[config.mk]
export PLATFORM = sky130hd
export DESIGN_NAME = hack_pc_jump
export DESIGN_NICKNAME = d
export VERILOG_FILES = /design/src/rtl/hack_pkg.sv /design/src/rtl/hack_pc_jump_jump_cond.sv /design/src/rtl/hack_pc_jump.sv
export SDC_FILE = /design/constraint.sdc
export NUM_CORES = 1
export LEC_CHECK = 0
export BUFFER_PORTS_ARGS = -buffer_cell sky130_fd_sc_hd__buf_4
export CORE_MARGIN = 3
export CORE_UTILIZATION = 40
export DETAILED_ROUTE_END_ITERATION = 8
export RECOVER_POWER = 50
export SLEW_MARGIN = 30
export SYNTH_ARGS = -nofsm -noshare
export SYNTH_HDL_FRONTEND = slang
export SYNTH_SLANG_ARGS = --single-unit
[constraint.sdc]
create_clock -name clk -period 2.3 [get_ports clk]
set_input_delay 0.115 -clock clk [delete_from_list [all_inputs] [get_ports clk]]
set_output_delay 0.115 -clock clk [all_outputs]
set_load 0.05 [all_outputs]
[src/rtl/hack_pkg.sv]
// hack_pkg: shared types and constants for the Hack CPU program-counter stage.
//   WORD_W     - Hack machine word width in bits.
//   JMP_*/J*   - C-instruction jump field encodings, {j1,j2,j3} = {lt,eq,gt}.
//   pc_state_t - PC stage control state (RUN or HALTED).
package hack_pkg;

  localparam int WORD_W = 16;

  localparam logic [2:0] JMP_NULL = 3'b000;
  localparam logic [2:0] JGT      = 3'b001;
  localparam logic [2:0] JEQ      = 3'b010;
  localparam logic [2:0] JGE      = 3'b011;
  localparam logic [2:0] JLT      = 3'b100;
  localparam logic [2:0] JNE      = 3'b101;
  localparam logic [2:0] JLE      = 3'b110;
  localparam logic [2:0] JMP      = 3'b111;

  typedef enum logic [0:0] {
    RUN    = 1'b0,
    HALTED = 1'b1
  } pc_state_t;

endpackage

[src/rtl/hack_pc_jump_jump_cond.sv]
// jump_cond: combinational Hack jump-condition decoder.
//   zr        - ALU output is zero
//   ng        - ALU output is negative
//   jump_bits - {j1,j2,j3} = {lt,eq,gt} select
//   is_c_inst - current instruction is a C-instruction
//   cond      - jump is taken
// zr and ng both set is treated as "equal": lt and gt are masked by zr.
module jump_cond (
  input  logic       zr,
  input  logic       ng,
  input  logic [2:0] jump_bits,
  input  logic       is_c_inst,
  output logic       cond
);

  logic lt;
  logic eq;
  logic gt;

  // Derive the three relations from the flags and select by the jump field.
  always_comb begin
    lt   = ng & ~zr;
    eq   = zr;
    gt   = ~ng & ~zr;
    cond = is_c_inst & ((jump_bits[2] & lt) |
                        (jump_bits[1] & eq) |
                        (jump_bits[0] & gt));
  end

endmodule

[src/rtl/hack_pc_jump.sv]
// hack_pc_jump: Hack CPU program-counter stage.
// Decides jumps from the ALU flags and the C-instruction jump field, holds the
// PC register that addresses instruction ROM, and counts advances.
// Optional feature macro: HACK_PC_HALT_DETECT_EN
//   defined   - the "@X; 0;JMP at X" idiom freezes the PC in a HALTED state
//               that only reset leaves.
//   undefined - no HALTED state; halted is tied low and a self-jump simply
//               reloads the same address every advance.
// Ports:
//   clk        - system clock, rising edge
//   reset      - synchronous active-high reset
//   en         - advance enable (0 = stall)
//   is_c_inst  - instruction is a C-instruction
//   jump_bits  - {j1,j2,j3} jump select
//   zr, ng     - ALU zero / negative flags
//   a_reg      - jump target
//   pc         - current instruction address (registered)
//   jump_taken - previous advance was a taken jump (registered)
//   halted     - block is HALTED (registered)
//   step_count - advances since reset (registered, wraps)
module hack_pc_jump
  import hack_pkg::*;
#(
  parameter int               WIDTH        = WORD_W,
  parameter logic [WIDTH-1:0] RESET_VECTOR = 16'h0000
) (
  input  logic             clk,
  input  logic             reset,
  input  logic             en,
  input  logic             is_c_inst,
  input  logic [2:0]       jump_bits,
  input  logic             zr,
  input  logic             ng,
  input  logic [WIDTH-1:0] a_reg,
  output logic [WIDTH-1:0] pc,
  output logic             jump_taken,
  output logic             halted,
  output logic [31:0]      step_count
);

  localparam logic [WIDTH-1:0] PC_ONE = {{(WIDTH-1){1'b0}}, 1'b1};

  pc_state_t        state_q;
  pc_state_t        state_d;
  logic [WIDTH-1:0] pc_q;
  logic [WIDTH-1:0] pc_d;
  logic             jump_taken_q;
  logic             jump_taken_d;
  logic [31:0]      step_count_q;
  logic [31:0]      step_count_d;
  logic             cond;

  jump_cond u_jump_cond (
    .zr        (zr),
    .ng        (ng),
    .jump_bits (jump_bits),
    .is_c_inst (is_c_inst),
    .cond      (cond)
  );

`ifdef HACK_PC_HALT_DETECT_EN
  logic halted_q;
  logic halted_d;
  logic halt_hit;

  // Halt idiom: an unconditional jump whose target is the current address.
  always_comb begin
    halt_hit = is_c_inst & (jump_bits == JMP) & (a_reg == pc_q);
  end
`endif

  // Next-state and next-output logic for the PC stage.
  always_comb begin
    state_d      = state_q;
    pc_d         = pc_q;
    jump_taken_d = 1'b0;
    step_count_d = step_count_q;
`ifdef HACK_PC_HALT_DETECT_EN
    halted_d     = halted_q;
`endif
    case (state_q)
      RUN: begin
        if (en) begin
          step_count_d = step_count_q + 32'd1;
          if (cond) begin
            pc_d         = a_reg;
            jump_taken_d = 1'b1;
`ifdef HACK_PC_HALT_DETECT_EN
            if (halt_hit) begin
              state_d  = HALTED;
              halted_d = 1'b1;
            end else begin
              state_d  = RUN;
            end
`endif
          end else begin
            pc_d = pc_q + PC_ONE;
          end
        end else begin
          pc_d = pc_q;
        end
      end
      HALTED: begin
        // Frozen until reset; only jump_taken drops back to 0.
        state_d = HALTED;
      end
      default: begin
        state_d = RUN;
      end
    endcase
  end

  // State and output registers with synchronous reset.
  always_ff @(posedge clk) begin
    if (reset) begin
      state_q      <= RUN;
      pc_q         <= RESET_VECTOR;
      jump_taken_q <= 1'b0;
      step_count_q <= 32'd0;
`ifdef HACK_PC_HALT_DETECT_EN
      halted_q     <= 1'b0;
`endif
    end else begin
      state_q      <= state_d;
      pc_q         <= pc_d;
      jump_taken_q <= jump_taken_d;
      step_count_q <= step_count_d;
`ifdef HACK_PC_HALT_DETECT_EN
      halted_q     <= halted_d;
`endif
    end
  end

  assign pc         = pc_q;
  assign jump_taken = jump_taken_q;
  assign step_count = step_count_q;
`ifdef HACK_PC_HALT_DETECT_EN
  assign halted     = halted_q;
`else
  assign halted     = 1'b0;
`endif

endmodule

==> flow_summary.toml <==
[run_status]
status = "complete, no violations"

[logic_synthesis]
synth_seq_cells = 49
synth_area_sq_mm = 0.00263
yosysWarnings = 0
yosys.area.top_type = "dfxtp_1"
synth_fp_nets = 343
seq_area_frac_synth_pct = 37.3
syn_inst = 316
syn_area_per_cell_sq_um = 8.32
synth_edf_count = 0
synth_top_area_share_pct = 37.3
synthFlopType = "dfxtp_1"
yosys-top-cells-count = "49 x dfxtp_1, 24 x a21oi_1, 21 x or4_1"
synth.most_common_cell = "dfxtp_1"
synthTopCellsByArea = "dfxtp_1 37%, or4_1 6.0%, a21oi_1 4.6%"
synth_cell_types = 44
async_flop_share_pct = 0

[grt]
grt_max_degree = 36
grt_usage_pct = 18.5
grt_pass1_wl_um = 11300
gr-total-overflow = 0
first_global_vias = 2377
antenna_found_initial = 0

[route]
drtAntennaViolNets = 0
dr.pass1.iters = 4
dr.first_iter.drc_count = 113
vias = 2625
drt_wl_total_um = 7000
wl_per_cell_um = 15.4
drc = 0
via_per_inst = 5.77

[clocking]
htreeDepth = 2
clk_pin_slew_ps = 90
cts_setup_buffers = 0
numCtsBuffers = 5
hold_buffers = 0
clockRootBuffer = "clkbuf_8"
cts-resized-gates = 0
clockBufferDepth = 2
clock_sinks = 49
worstSkewPairLatency_ps = 310
cts_tree = "built"

[timing]
tightest_slew_ps = 1330
finalCriticalPeriod_ps = 2100
rsz0062_at_grt = "no"
relSlewSlack_pct = 11.4
period_share_pct = 91.1
setup_violations = 0
fmax_mhz = 477
tns_ps = 0
final.setup.worst_slack_ps = 205
hold_violations = 0
maxSlewViolCount = 0
finalClockSkew_ps = 7.29

[critical_path]
worstPathArrival_ps = 2330
max_stage_delay_ps = 630
critPathKind = "reg -> reg"
crit_start = "pc[4]$_SDFFE_PP0P_"
cp-start-kind = "flip-flop"
path_buf_inv = 0
cp.required_ps = 2540
reg2regPathDepth = 4
cp-end-kind = "flip-flop"
r2r-start = "pc[4]$_SDFFE_PP0P_"
cp_slowest_cell = "or4_1"
worstPathCellList = "nand3_1 -> or4_1 -> or4_1 -> a31oi_1"
reg2reg_setup_slack_ps = 200
reg2reg_to = "pc[14]$_SDFFE_PP0P_"
cp_common_cell = "or4_1"
cp_max_fo = 13
critPathTopFamily = "simple AND/OR/NAND/NOR gates"

[die]
die_x_um = 87.1
io_pins = 75
fp.dieH_um = 87.1
rows = 28
die_area_sq_mm = 0.00758
initial_core_util_pct = 42.9
core-area_sq_mm = 0.00613

[finish]
fillers = 633
area_delta_synth_final_pct = 21.1
multiInputGateArea_sq_mm = 0.00151
final_cell_area_sq_mm = 0.00318
diodes = 0
ff_latch_area_sq_um = 983
layout.nets = 406
drive_gt1_share_pct = 13.9

[placement]
place_area_sq_mm = 0.00322
dp_hpwl_um = 4970
gp_congestion = 0.734
dp_slack_ps = 221
portBuffers = 73

[hold_path]
hold_start = "a_reg[1]"
min_path_cells = 3
hold_path_class = "in -> reg"
hold_path_end = "pc[1]$_SDFFE_PP0P_"

[run]
cap_violations = 0

[power]
p_per_area_mw_per_mm2 = 588
vdd_ir_drop_max_mv = 0.324
p_leak_nw = 1.11
p_total_w = 0.00187
==> metal layers <==
layer | wire length [um] | global-route usage [%] | share of wire [%]
met1 | 3380 | 25.7 | 48
met2 | 3210 | 29.2 | 46
met3 | 330 | 4.35 | 4.7
met4 | 74 | 4.11 | 1.1
met5 | 0 | 0 | 0
==> cell families after synthesis <==
family                   share of synthesized area [%]
multiplexers                                      5.52
XOR/XNOR                                          3.00
adder cells (fa/ha/maj)                          0.952
AO/OA/AOI/OAI                                     17.7
other                                            0.143
AND/OR/NAND/NOR                                   30.3
flip-flops                                        37.3
buffers and inverters                             5.09
==> layout make-up <==
type	count	share of cell area, %
clock inverters	3	2.04
inverters	10	1.18
repair buffers	79	13.2
flip-flops and latches	49	30.9
clock buffers	5	2.16
well taps	75	2.95
multi-input cells	234	47.6
==> tightest hold or removal path, stage by stage <==
cell and delay [ps]:
buf_4 110, nand2_1 40, a311oi_1 80
==> worst max-delay path by stage <==
stage | end | depth (start not counted)
after global placement | pc[14]$_SDFFE_PP0P_ | 4
after detailed placement | pc[14]$_SDFFE_PP0P_ | 4
after floorplan | step_count[26]$_SDFFE_PP0P_ | 6
after global routing | pc[14]$_SDFFE_PP0P_ | 4
final | pc[14]$_SDFFE_PP0P_ | 4
after CTS | pc[14]$_SDFFE_PP0P_ | 4
==> sequential cells by signal, summed over array words and instances, names as in the netlist <==
signal / count
step_count: 32
pc: 16
jump_taken: 1
==> metrics by stage <==
step,hold slack [ps],instances,util [%]
final,70.6,455,51.9
after global routing,88.1,455,51.9
after floorplan,267,316,-
after CTS,64.2,455,54.7
after global placement,386,447,52.6
after detailed placement,397,447,52.6
==> power by group <==
part           switching [W]  internal, W
clock               0.000305     0.000432
sequential         0.0000285     0.000869
combinational       0.000158    0.0000792
total               0.000491      0.00138
==> cell usage in the layout (no fill, tap or decap), types with 12 or more instances in the layout <==
cell	instances
a21oi_1	24
buf_4	33
clkbuf_1	46
dfxtp_1	47
nand2_1	20
nand3_1	18
nand4_1	12
nor2_1	20
o31ai_1	15
or4_1	21
No activity file was read; power rests on OpenSTA's default activity.
